===== config.mk =====
export PLATFORM = sky130hd
export DESIGN_NAME = fifo_fwft_reader_flat
export DESIGN_NICKNAME = d
export VERILOG_FILES = /design/src/rtl/fifo_fwft_reader_pkg.sv /design/src/rtl/fifo_fwft_reader_if.sv /design/src/rtl/fifo_skid_buf2.sv /design/src/rtl/fifo_fwft_reader.sv /design/src/flat_wrapper.sv
export SDC_FILE = /design/constraint.sdc
export NUM_CORES = 1
export LEC_CHECK = 0
export ABC_CLOCK_PERIOD_IN_PS = 3150
export BUFFER_PORTS_ARGS = -buffer_cell sky130_fd_sc_hd__buf_4
export CORE_MARGIN = 2
export CORE_UTILIZATION = 51
export CTS_BUF_LIST = sky130_fd_sc_hd__clkbuf_2 sky130_fd_sc_hd__clkbuf_4 sky130_fd_sc_hd__clkbuf_8
export DETAILED_ROUTE_END_ITERATION = 12
export PLACE_DENSITY = 0.9
export SETUP_SLACK_MARGIN = 0.3
export SLEW_MARGIN = 10
export SYNTH_ARGS = -nofsm -noshare
export SYNTH_HDL_FRONTEND = slang
export SYNTH_SLANG_ARGS = --single-unit
export TNS_END_PERCENT = 5

===== constraint.sdc =====
create_clock -name rclk -period 3.15 [get_ports rclk]
set_input_delay 0.63 -clock rclk [delete_from_list [all_inputs] [get_ports rclk]]
set_output_delay 0.63 -clock rclk [all_outputs]
set_load 0.01 [all_outputs]

===== src/rtl/fifo_fwft_reader_pkg.sv =====
// Shared constants and helpers for the FWFT read front end of the dual-clock FIFO.
package fifo_fwft_reader_pkg;

  localparam int FWFT_DATA_WIDTH = 8;
  localparam int BUF_DEPTH       = 2;
  localparam int BUF_CNT_W       = 2;

  typedef logic [BUF_CNT_W-1:0] buf_cnt_t;

  // Local occupancy (buffered + in flight, minus this cycle's pop) must stay below the buffer depth.
  function automatic logic has_room(buf_cnt_t cnt, logic inflight, logic pop);
    logic [BUF_CNT_W:0] occ;
    occ = {1'b0, cnt} + {{BUF_CNT_W{1'b0}}, inflight} - {{BUF_CNT_W{1'b0}}, pop};
    return occ < (BUF_CNT_W+1)'(BUF_DEPTH);
  endfunction

endpackage


===== src/rtl/fifo_fwft_reader_if.sv =====
// Storage-side read port plus downstream valid/ready stream of the FWFT reader.
interface fifo_fwft_reader_if #(
  parameter int DATA_WIDTH = 8
);
  logic                  fifo_empty;
  logic                  fifo_r_en;
  logic [DATA_WIDTH-1:0] fifo_data_out;
  logic                  flush;
  logic                  m_valid;
  logic                  m_ready;
  logic [DATA_WIDTH-1:0] m_data;

  modport master (
    input  fifo_empty, fifo_data_out, flush, m_ready,
    output fifo_r_en, m_valid, m_data
  );

  modport slave (
    output fifo_empty, fifo_data_out, flush, m_ready,
    input  fifo_r_en, m_valid, m_data
  );
endinterface


===== src/rtl/fifo_skid_buf2.sv =====
// Two-entry ordered buffer: head feeds the stream, tail is the skid slot.
module fifo_skid_buf2
  import fifo_fwft_reader_pkg::*;
#(
  parameter int DATA_WIDTH = FWFT_DATA_WIDTH
) (
  input  logic                  clk_i,
  input  logic                  rst_i,
  input  logic                  push_i,
  input  logic                  pop_i,
  input  logic                  flush_i,
  input  logic [DATA_WIDTH-1:0] din_i,
  output logic [DATA_WIDTH-1:0] head_o,
  output logic                  valid_o,
  output buf_cnt_t              cnt_o
);

  logic [DATA_WIDTH-1:0] head_q, head_d;
  logic [DATA_WIDTH-1:0] tail_q, tail_d;
  buf_cnt_t              cnt_q, cnt_d;

  always_comb begin
    head_d = head_q;
    tail_d = tail_q;
    cnt_d  = cnt_q;
    if (flush_i) begin
      cnt_d = '0;
    end else begin
      unique case ({push_i, pop_i})
        2'b10: begin
          if (cnt_q == 2'd0) head_d = din_i;
          else               tail_d = din_i;
          cnt_d = cnt_q + 2'd1;
        end
        2'b01: begin
          head_d = tail_q;
          cnt_d  = cnt_q - 2'd1;
        end
        // Count unchanged; the head moves to the oldest remaining word.
        2'b11: begin
          if (cnt_q == 2'd2) begin
            head_d = tail_q;
            tail_d = din_i;
          end else begin
            head_d = din_i;
          end
        end
        default: ;
      endcase
    end
  end

  always_ff @(posedge clk_i) begin
    if (rst_i) begin
      cnt_q  <= '0;
      head_q <= '0;
    end else begin
      cnt_q  <= cnt_d;
      head_q <= head_d;
      assert (cnt_q <= buf_cnt_t'(BUF_DEPTH));
      assert (!(push_i && !pop_i && !flush_i && cnt_q == buf_cnt_t'(BUF_DEPTH)));
    end
  end

  always_ff @(posedge clk_i) begin
    tail_q <= tail_d;
  end

  assign head_o  = head_q;
  assign valid_o = (cnt_q != '0);
  assign cnt_o   = cnt_q;

endmodule


===== src/rtl/fifo_fwft_reader.sv =====
// FWFT read front end: issues storage reads, absorbs the 1-cycle read latency, streams words out.
// Optional delivered-word counter enabled by defining FIFO_READER_WORD_CNT_EN.
module fifo_fwft_reader
  import fifo_fwft_reader_pkg::*;
#(
  parameter int DATA_WIDTH = FWFT_DATA_WIDTH,
  parameter int CNT_WIDTH  = 16
) (
  input  logic                 rclk,
  input  logic                 rrst,
  fifo_fwft_reader_if.master   bus,
  output logic [CNT_WIDTH-1:0] word_cnt
);

  logic                  inflight_q, inflight_d;
  logic                  pop;
  logic                  push;
  logic                  r_en;
  logic                  valid;
  logic [DATA_WIDTH-1:0] head;
  buf_cnt_t              cnt;

  assign pop  = valid & bus.m_ready;
  assign r_en = !rrst & !bus.flush & !bus.fifo_empty & has_room(cnt, inflight_q, pop);
  // A response landing in the flush cycle belongs to the discarded stream.
  assign push       = inflight_q & !bus.flush;
  assign inflight_d = r_en;

  always_ff @(posedge rclk) begin
    if (rrst) inflight_q <= 1'b0;
    else      inflight_q <= inflight_d;
  end

  fifo_skid_buf2 #(
    .DATA_WIDTH(DATA_WIDTH)
  ) u_buf (
    .clk_i   (rclk),
    .rst_i   (rrst),
    .push_i  (push),
    .pop_i   (pop),
    .flush_i (bus.flush),
    .din_i   (bus.fifo_data_out),
    .head_o  (head),
    .valid_o (valid),
    .cnt_o   (cnt)
  );

  assign bus.fifo_r_en = r_en;
  assign bus.m_valid   = valid;
  assign bus.m_data    = head;

`ifdef FIFO_READER_WORD_CNT_EN
  logic [CNT_WIDTH-1:0] word_cnt_q, word_cnt_d;

  assign word_cnt_d = pop ? word_cnt_q + 1'b1 : word_cnt_q;

  always_ff @(posedge rclk) begin
    if (rrst) word_cnt_q <= '0;
    else      word_cnt_q <= word_cnt_d;
  end

  assign word_cnt = word_cnt_q;
`else
  assign word_cnt = '0;
`endif

endmodule

===== src/flat_wrapper.sv =====
// flat-port wrapper written by rule: the top's interface ports become plain ports
module fifo_fwft_reader_flat import fifo_fwft_reader_pkg::*;
#(
  parameter int DATA_WIDTH = FWFT_DATA_WIDTH,
  parameter int CNT_WIDTH  = 16
)
  (rclk, rrst, word_cnt, bus_fifo_empty, bus_fifo_data_out, bus_flush, bus_m_ready, bus_fifo_r_en, bus_m_valid, bus_m_data);
  fifo_fwft_reader_if #(.DATA_WIDTH(DATA_WIDTH)) bus_i ();
  input  logic rclk;
  input  logic rrst;
  output logic [CNT_WIDTH-1:0] word_cnt;
  input wire logic [$bits(bus_i.fifo_empty)-1:0] bus_fifo_empty;
  input wire logic [$bits(bus_i.fifo_data_out)-1:0] bus_fifo_data_out;
  input wire logic [$bits(bus_i.flush)-1:0] bus_flush;
  input wire logic [$bits(bus_i.m_ready)-1:0] bus_m_ready;
  output wire logic [$bits(bus_i.fifo_r_en)-1:0] bus_fifo_r_en;
  output wire logic [$bits(bus_i.m_valid)-1:0] bus_m_valid;
  output wire logic [$bits(bus_i.m_data)-1:0] bus_m_data;
  assign bus_i.fifo_empty = bus_fifo_empty;
  assign bus_i.fifo_data_out = bus_fifo_data_out;
  assign bus_i.flush = bus_flush;
  assign bus_i.m_ready = bus_m_ready;
  assign bus_fifo_r_en = bus_i.fifo_r_en;
  assign bus_m_valid = bus_i.m_valid;
  assign bus_m_data = bus_i.m_data;
  fifo_fwft_reader #(.DATA_WIDTH(DATA_WIDTH), .CNT_WIDTH(CNT_WIDTH)) u_core (.rclk(rclk), .rrst(rrst), .bus(bus_i), .word_cnt(word_cnt));
endmodule

==> results of run 1 <==
## registers in the layout (all words and copies together) (netlist names)
name                 flops
u_core.u_buf.tail_q      8
u_core.u_buf.head_o      8
u_core.inflight_q        1
u_core.u_buf.cnt_o       2
## critical path: stages
cell and delay [ns]:
buf_4 0.12, o21a_4 0.12, ha_4 0.20, nand2b_4 0.13, fa_2 0.34, xor2_2 0.16
nor4b_2 0.24, buf_4 0.16
## layout make-up
type | instances | area share
multi-input cells | 75 | 0.431
flip-flops and latches | 19 | 0.350
repair buffers | 27 | 0.153
well taps | 28 | 0.0264
clock buffers | 4 | 0.0226
inverters | 6 | 0.0169
## routing by layer
layer | part of all wire | GRT usage | vias to the layer above
met1 | 0.38 | 0.235 | 402
li1 | - | - | 409
met5 | 0 | 0 | -
met3 | 0.052 | 0.0489 | 4
met4 | 0.015 | 0.0614 | 0
met2 | 0.55 | 0.333 | 24
## power by group through the flow
stage | clock (mW) | combinational (mW) | sequential, mW
floorplan | 0 | 0.0456 | 0.268
global placement | 0 | 0.0527 | 0.267
detailed placement | 0 | 0.0549 | 0.267
CTS | 0.132 | 0.0566 | 0.261
global route | 0.142 | 0.0627 | 0.261
finish | 0.129 | 0.0570 | 0.261
## what timing repair did
action / CTS / global route
resized for setup: 6 / 1
pin swaps: 3 / 3
gates cloned: 0 / 0
endpoints found under the setup margin: 1 / 1
setup buffers: 2 / 0
## how the worst max path moves through the flow
stage / from / end / slack, ns
floorplan: bus_m_ready / bus_fifo_r_en / 0.38
global placement: bus_m_ready / bus_fifo_r_en / 0.25
detailed placement: bus_m_ready / bus_fifo_r_en / 0.21
CTS: u_core.u_buf.cnt_o[1] / bus_fifo_r_en / 0.34
global route: u_core.u_buf.cnt_o[0] / bus_fifo_r_en / 0.30
finish: bus_m_ready / bus_fifo_r_en / 0.41
## per-stage QoR
step	util	hold slack, ns	cells	total power, mW	cell area (um2)
finish	0.612	0.504	159	0.447	1330
global route	0.612	0.497	159	0.466	1330
CTS	0.612	0.496	159	0.450	1330
detailed placement	0.576	0.517	153	0.322	1250
global placement	0.576	0.515	153	0.320	1250
floorplan	-	0.533	124	0.314	1210
## cells in the mapped netlist (all sizes together)
cell    instances  share of area
o211ai          8          0.052
fa              1          0.017
o21a            1          0.013
nor2            4          0.020
nor4b           2          0.015
o21ai           2          0.018
nand2b          2          0.011
ha              5          0.054
o31ai           8          0.052
dfxtp          11           0.19
nor2b           1         0.0054
conb            1         0.0033
xor2            1         0.0076
buf            23           0.16
a21oi           9          0.039
or3             1         0.0054
clkinv          1         0.0033
and2            2          0.011
a311oi          8          0.066
inv             5          0.016
nor4            1         0.0054
xnor2           2          0.015
edfxtp          8           0.21
clkbuf          1         0.0033
or2             1         0.0054
## cells by family (layout without fill, tap and decap cells)
group           Yosys count  in the layout  share of synthesized area
compound gates           36             36                      0.241
xor+xnor                  3              3                     0.0228
fa+ha+maj                 6              6                     0.0717
buf+inv                  30             37                      0.183
flops                    19             19                      0.400
other cells               1             16                    0.00325
simple gates             14             14                     0.0782
==> impl_metrics.json, run 1 <==
{
  "outcome": "completed",
  "synth_seq_cells": 19,
  "power_switching_mw": 0.106,
  "io_pins": 39,
  "clock_latency_ns": 0.29,
  "track_usage": 0.193,
  "setup_ws_ns": 0.411,
  "critical_path_arrival_ns": 2.11,
  "hpwl_um": 1710,
  "ys_seq_area_frac": 0.400,
  "min_path_cells": 2,
  "p_clk_frac": 0.289,
  "reg2reg_depth": 6,
  "antenna_cells": 0,
  "tns_ns": 0,
  "fillers": 180,
  "syn_inst": 109,
  "drtAntennaViolNets": 0,
  "layout_min_cycle_time_ns": 2.74,
  "critPathCaptureType": "primary output",
  "start_kind": "primary input",
  "numPortBuffers": 22,
  "initial_core_util": 0.531,
  "htreeDepth": 1,
  "rrSetupSlack_ns": 1.03,
  "grt_pass1_vias": 835,
  "synth_area_um2": 1150,
  "antenna_found_initial": 0,
  "irDropWorstVdd_v": 0.000226,
  "core_area_um2": 2170,
  "rows": 17,
  "timing.fmax_mhz": 365,
  "reg2reg_from": "u_core.u_buf.cnt_o[0]",
  "cts_buffers": 3,
  "clock-sinks": 19,
  "synth_area_per_cell_um2": 10.6,
  "setup_viol": 0,
  "p_leak_nw": 0.518,
  "cts_tree": "yes",
  "multi_input_area_um2": 573,
  "maxCapViolations": 0,
  "synth_cell_type_count": 32,
  "hold_viol": 0,
  "drt_iter0_drc": 14,
  "register_area_um2": 465,
  "netSwitchingFraction": 0.236,
  "fin_nets": 151,
  "avgRoutedWirePerCell_um": 14.2,
  "seqPwrFrac": 0.584,
  "maxSlewHeadroom": 0.581,
  "crit_fanout": 2,
  "overflow": 0,
  "die_area_um2": 2660,
  "clk_path_buf_depth": 2,
  "root_buffer": "clkbuf_4",
  "path_class": "primary input to primary output",
  "drt_first_pass_iters": 4,
  "gp_congestion": 0.785,
  "intPower_mw": 0.341,
  "hold_class": "primary input to flop",
  "vias_per_cell": 5.28,
  "vias": 839,
  "post-route-period-util": 0.869,
  "grt_pass1_wl_um": 3750,
  "crit_required_ns": 2.52,
  "drt-total-wl_um": 2250,
  "grt_setup_unrepaired": "true",
  "grt_max_degree": 12,
  "die_h_um": 51.5,
  "layout-drive-gt1-share": 0.336,
  "final_cell_mix": "buf_4 (27), conb_1 (16), a21oi_1 (9), dfxtp_1 (9)",
  "area_delta_synth_final_pct": 15.3,
  "power_frac_comb": 0.128,
  "clkTransAtPathRegs_ns": 0.10,
  "final_max_slew_viol_count": 0,
  "min_from": "bus_fifo_empty",
  "ctsHoldBuffers": 0,
  "tightest_slew_ns": 0.628,
  "reg2reg_to": "u_core.u_buf.tail_q[7]",
  "die_x_um": 51.5,
  "place_ws_ns": 0.213,
  "hold_end": "u_core.inflight_q",
  "clock_skew_ns": 0.00475,
  "drt_drc_violations_left": 0,
  "final_common_cell": "buf_4",
  "ys.warnings.count": 0,
  "p_per_area_nw_per_um2": 336
}
Note: power is estimated with default switching activity, not from simulation.
==> inputs of run 2 (changes only) <==
--- a/config.mk
+++ b/config.mk
@@ -7,8 +7,10 @@
 export LEC_CHECK = 0
 export ABC_CLOCK_PERIOD_IN_PS = 3150
 export BUFFER_PORTS_ARGS = -buffer_cell sky130_fd_sc_hd__buf_4
+export CELL_PAD_IN_SITES_DETAIL_PLACEMENT = 2
+export CELL_PAD_IN_SITES_GLOBAL_PLACEMENT = 2
 export CORE_MARGIN = 2
-export CORE_UTILIZATION = 51
+export CORE_UTILIZATION = 31
 export CTS_BUF_LIST = sky130_fd_sc_hd__clkbuf_2 sky130_fd_sc_hd__clkbuf_4 sky130_fd_sc_hd__clkbuf_8
 export DETAILED_ROUTE_END_ITERATION = 12
 export PLACE_DENSITY = 0.9
==> run 2 against run 1 <==
  * Non-clock buffer count unchanged
  * Sequential power about the same
  * Worst hold slack better by 0.019 ns
  * First-iteration DRC count down 36%
  * Combinational power up 5.4%
  * Largest cell class unchanged
==> impl_metrics.json, run 2 (synthesis results as in run 1) <==
{
  "maxCapViolations": 0,
  "gp_congestion": 0.757,
  "post-route-period-util": 0.884,
  "clock_latency_ns": 0.26,
  "die_h_um": 65.0,
  "final_common_cell": "buf_4",
  "drt_first_pass_iters": 4,
  "wl_met1_um": 1370,
  "outcome": "completed",
  "register_area_um2": 460,
  "vias_per_cell": 4.83,
  "rows": 22,
  "start_kind": "primary input",
  "final_max_slew_viol_count": 0,
  "grt_setup_unrepaired": "true",
  "top_layer": "met4",
  "tightest_slew_ns": 0.556,
  "die_area_um2": 4220,
  "clk_path_buf_depth": 2,
  "htreeDepth": 1,
  "setup_viol": 0,
  "layout_min_cycle_time_ns": 2.78,
  "vias": 865,
  "maxSlewHeadroom": 0.628,
  "io_pins": 39,
  "grt_max_degree": 12,
  "numPortBuffers": 22,
  "route.met2.wl_um": 1410,
  "fillers": 393,
  "cts_tree": "yes",
  "tns_ns": 0,
  "hold_class": "flop to flop",
  "power_mw": 0.498,
  "critPathCaptureType": "primary output",
  "area_delta_synth_final_pct": 19.1,
  "fin_nets": 151,
  "clkTransAtPathRegs_ns": 0.08,
  "critical_path_arrival_ns": 2.15,
  "overflow": 0,
  "core_area_um2": 3610,
  "p_leak_nw": 0.526,
  "drt_drc_violations_left": 0,
  "clock-sinks": 19,
  "antenna_found_initial": 0,
  "layout-drive-gt1-share": 0.321,
  "clock_skew_ns": 0.00284,
  "timing.fmax_mhz": 359,
  "hpwl_um": 2190,
  "root_buffer": "clkbuf_8",
  "initial_core_util": 0.320,
  "multi_input_area_um2": 573,
  "p_per_area_nw_per_um2": 363,
  "drtAntennaViolNets": 0,
  "irDropWorstVdd_v": 0.000206,
  "grt_pass1_vias": 880,
  "wl_met3_um": 106,
  "track_usage": 0.149,
  "drt-total-wl_um": 2930,
  "grt_pass1_wl_um": 4650,
  "crit_required_ns": 2.52,
  "antenna_cells": 0,
  "drt_iter0_drc": 9,
  "cts_buffers": 3,
  "crit_fanout": 2,
  "avgRoutedWirePerCell_um": 16.4,
  "final_cell_mix": "buf_4 (26), conb_1 (16), dfxtp_1 (11), a21oi_1 (9)",
  "hold_viol": 0,
  "path_class": "primary input to primary output",
  "die_x_um": 65.0
}
-- run 2: cell count changes in the layout (fill, tap and decap cells not counted) --
cell	change
clkbuf_4	-4
clkinv_2	+1
buf_8	+1
clkbuf_8	+3
dfxtp_1	+2
buf_4	-1
dfxtp_2	-1
dfxtp_4	-1
-- run 2: worst max-delay path: stages --
cell	delay, ns
buf_8	0.10
o21a_4	0.12
ha_4	0.23
nand2b_4	0.14
fa_2	0.36
xor2_2	0.16
nor4b_2	0.25
buf_4	0.16
-- run 2: path summary, 6_finish.rpt --
path                          startpoint                endpoint  slack [ns]  cells past startpoint
setup / recovery             bus_m_ready           bus_fifo_r_en        0.37                      8
hold / removal    u_core.u_buf.head_o[2]  u_core.u_buf.head_o[2]        0.52                      2
setup reg to reg   u_core.u_buf.cnt_o[1]  u_core.u_buf.head_o[5]        1.11                      7
hold reg to reg   u_core.u_buf.head_o[2]  u_core.u_buf.head_o[2]        0.52                      2
-- run 2: area by class of cell --
| class | count | share of cell area |
|---|---|---|
| repair buffers | 27 | 0.153 |
| well taps | 48 | 0.0438 |
| flip-flops and latches | 19 | 0.335 |
| clock inverters | 1 | 0.00365 |
| clock buffers | 3 | 0.0301 |
| inverters | 6 | 0.0164 |
| multi-input cells | 75 | 0.418 |
-- run 2: stage by stage --
stage / setup slack, ns / instances / util / hold WS (ns) / cell area [um2]
after floorplan: 0.382 / 124 / - / 0.533 / 1210
after global placement: 0.265 / 173 / 0.353 / 0.523 / 1270
after detailed placement: 0.217 / 173 / 0.353 / 0.524 / 1270
after CTS: 0.307 / 178 / 0.371 / 0.534 / 1340
after global routing: 0.282 / 179 / 0.381 / 0.544 / 1370
final: 0.365 / 179 / 0.381 / 0.523 / 1370
-- run 2: routing by layer --
metal	GRT usage	up-vias
li1	-	413
met1	0.196	422
met2	0.237	28
met3	0.0174	2
met4	0.0798	0
met5	0	-
-- run 2: timing repair --
action | 4_1_cts | 5_1_grt
pin swaps | 1 | 3
setup buffers | 1 | 1
gates resized for setup | 2 | 4
endpoints found under the setup margin | 1 | 1
hold buffers | 0 | 0
-- run 2: power by group --
group          switching (mW)  internal (mW)
logic                  0.0345         0.0256
registers             0.00212          0.260
clock network          0.0878         0.0882
total                   0.124          0.373
==> inputs of run 3 (changes only) <==
--- a/config.mk
+++ b/config.mk
@@ -13,10 +13,12 @@
 export CORE_UTILIZATION = 31
 export CTS_BUF_LIST = sky130_fd_sc_hd__clkbuf_2 sky130_fd_sc_hd__clkbuf_4 sky130_fd_sc_hd__clkbuf_8
 export DETAILED_ROUTE_END_ITERATION = 12
-export PLACE_DENSITY = 0.9
+export PLACE_DENSITY = 0.91
+export REMOVE_ABC_BUFFERS = 1
 export SETUP_SLACK_MARGIN = 0.3
 export SLEW_MARGIN = 10
 export SYNTH_ARGS = -nofsm -noshare
 export SYNTH_HDL_FRONTEND = slang
+export SYNTH_HIERARCHICAL = 1
 export SYNTH_SLANG_ARGS = --single-unit
 export TNS_END_PERCENT = 5
==> run 3 against run 2 <==
  * Combinational power barely moved
  * Critical path depth did not move
  * Highest routed layer unchanged
  * Clock power fell by 25%
  * Largest power group unchanged
  * Die area fell by 3.8%
  * Routed wire length fell by 4.1%
  * Global-route usage fell by 0.31 points
  * Final area fell by 2.5%
  * First-iteration DRC count rose by 120%
  * Via count fell by 3.2%
==> impl_metrics.json, run 3 <==
{
  "tns_ns": 0,
  "die_area_um2": 4060,
  "p_per_area_nw_per_um2": 339,
  "hold_end": "u_core/u_buf/tail_q[4]",
  "synth_edf_count": 8,
  "crit_fanout": 2,
  "initial_core_util": 0.326,
  "synth_area_leaders": "edfxtp_1 (22%), dfxtp_1 (20%), buf_4 (12%)",
  "grt_pass1_wl_um": 4530,
  "vias_per_cell": 4.73,
  "top_layer": "met4",
  "root_buffer": "clkbuf_4",
  "start_kind": "flop",
  "drtAntennaViolNets": 0,
  "min_from": "bus_fifo_data_out[4]",
  "grt_pass1_vias": 953,
  "wl_met3_um": 100,
  "place_ws_ns": 0.0908,
  "post-route-period-util": 0.942,
  "layout_min_cycle_time_ns": 2.97,
  "async_flop_share": 0,
  "outcome": "completed",
  "setup_ws_ns": 0.184,
  "rrSetupSlack_ns": 1.10,
  "numPortBuffers": 22,
  "worst_path_most_repeated_cell": "nand2b_4",
  "hold_viol": 0,
  "gp_congestion": 0.740,
  "crit_family": "simple AND/OR/NAND/NOR gates",
  "synth_seq_cells": 19,
  "reg2reg_to": "u_core/u_buf/cnt_o[1]",
  "min_path_cells": 1,
  "drt-total-wl_um": 2810,
  "clkTransAtPathRegs_ns": 0.11,
  "vias": 837,
  "hpwl_um": 2240,
  "ctsHoldBuffers": 0,
  "antenna_found_initial": 0,
  "core_area_um2": 3390,
  "crit_required_ns": 2.52,
  "drt_drc_violations_left": 0,
  "synth_cell_type_count": 32,
  "grt_setup_unrepaired": "true",
  "synth_area_um2": 1110,
  "synth_top_area_cell": "edfxtp_1",
  "hold_class": "primary input to flop",
  "rows": 21,
  "power_mw": 0.454,
  "layout-drive-gt1-share": 0.351,
  "final_cell_mix": "buf_4 (28), conb_1 (16), dfxtp_1 (9)",
  "fin_nets": 151,
  "die_x_um": 63.7,
  "slowest_delay_ns": 0.52,
  "yosys-top-cells-count": "buf_4 (17), dfxtp_1 (11), a21oi_1 (8), edfxtp_1 (8), nand3_1 (8)",
  "antenna_cells": 0,
  "irDropWorstVdd_v": 0.0000999,
  "yosysMostFrequentCell": "buf_4",
  "ys.warnings.count": 6,
  "reg2reg_from": "u_core/u_buf/cnt_o[0]",
  "maxCapViolations": 0,
  "cts_buffers": 3,
  "drt_first_pass_iters": 3,
  "critical_path_arrival_ns": 2.34,
  "critPathCaptureType": "primary output",
  "clock_skew_ns": 0.00247,
  "finish.utilization": 0.395,
  "final_max_slew_viol_count": 0,
  "cts_tree": "yes",
  "setup_viol": 0,
  "multi_input_area_um2": 563,
  "clk_path_buf_depth": 2,
  "track_usage": 0.146,
  "path_class": "flop to primary output",
  "wl_met1_um": 1030,
  "clock_latency_ns": 0.29,
  "syn_inst": 106,
  "route.met2.wl_um": 1680,
  "p_leak_nw": 0.534,
  "synth_area_per_cell_um2": 10.4,
  "timing.fmax_mhz": 337,
  "worstPathCellList": "or2_4 > and2_4 > ha_4 > nand2b_4 > fa_1 > nand2b_4 > nor4_4 > buf_4",
  "area_delta_synth_final_pct": 21.0,
  "htreeDepth": 1,
  "die_h_um": 63.7,
  "crit_buf_inv": 1,
  "ys_seq_area_frac": 0.416,
  "cpMaxStageDelayCell": "fa_1",
  "io_pins": 39,
  "final_common_cell": "buf_4",
  "fillers": 369,
  "reg2reg_depth": 7,
  "register_area_um2": 463,
  "grt_max_degree": 12,
  "netlist.area_leader.share": 0.217,
  "overflow": 0,
  "avgRoutedWirePerCell_um": 15.9,
  "clock-sinks": 19,
  "synth_ff_type": "dfxtp_1",
  "drt_iter0_drc": 20
}
==> run 3: changes by cell type after synthesis, sizes merged, moves of 2 or more <==
cell	before	now
nor2	4	1
buf	23	20
o31ai	8	0
a211oi	0	2
o211ai	8	0
nor4b	2	0
o21ai	2	11
nand3	0	8
==> run 3: worst register-to-register path: stages, from the launching register on <==
cell and delay, ns:
dfxtp_2 0.34, or2_4 0.25, and2_4 0.16, buf_4 0.14, ha_1 0.31, xnor2_1 0.19, or3_1 0.32, a211oi_1 0.25
==> run 3: layout make-up <==
class                      count  share of cell area
timing repair buffer          28               0.157
sequential                    19               0.346
multi-input combinational     76               0.421
clock buffer                   4              0.0224
tap                           46              0.0430
inverter                       4              0.0112
==> run 3: how the worst max path moves through the flow <==
stage | startpoint | endpoint | slack (ns) | cells after the start
floorplan | u_core/u_buf/cnt_o[1] | bus_fifo_r_en | 0.17 | 7
global placement | bus_m_ready | bus_fifo_r_en | 0.19 | 8
detailed placement | bus_m_ready | bus_fifo_r_en | 0.09 | 8
CTS | u_core/u_buf/cnt_o[0] | bus_fifo_r_en | 0.07 | 8
global route | u_core/u_buf/cnt_o[0] | bus_fifo_r_en | 0.09 | 8
finish | u_core/u_buf/cnt_o[0] | bus_fifo_r_en | 0.18 | 8
==> run 3: power by group <==
part           internal, mW  total (mW)  switching [mW]
registers             0.260       0.262         0.00233
clock network        0.0579       0.132          0.0741
logic                0.0257      0.0598          0.0341
total                 0.343       0.454           0.111
==> run 3: cell families after synthesis <==
family / Yosys count / synth area share
compound gates: 29 / 0.196
flops: 19 / 0.416
fa+ha+maj: 6 / 0.0747
simple gates: 22 / 0.124
xor+xnor: 3 / 0.0238
buf+inv: 26 / 0.162
other cells: 1 / 0.00339
==> run 3: repair_timing <==
action,CTS,global route
buffers inserted,3,0
hold endpoints to repair,0,0
resized for setup,8,0
endpoints found under the setup margin,1,1
pin swaps,5,2
==> run 3: per-layer routing <==
layer,vias to the layer above,track usage
met1,413,0.135
met4,0,0.0408
li1,401,-
met2,21,0.313
met5,-,0
met3,2,0.0246
==> run 3: metrics by stage <==
| stage | area [um2] | hold WS (ns) | std cells |
|---|---|---|---|
| 2_1_floorplan | 998 | 0.527 | 99 |
| 3_3_place_gp | 1240 | 0.521 | 170 |
| 3_5_place_dp | 1240 | 0.523 | 170 |
| 4_1_cts | 1340 | 0.506 | 177 |
| 5_1_grt | 1340 | 0.490 | 177 |
| 6_report | 1340 | 0.517 | 177 |
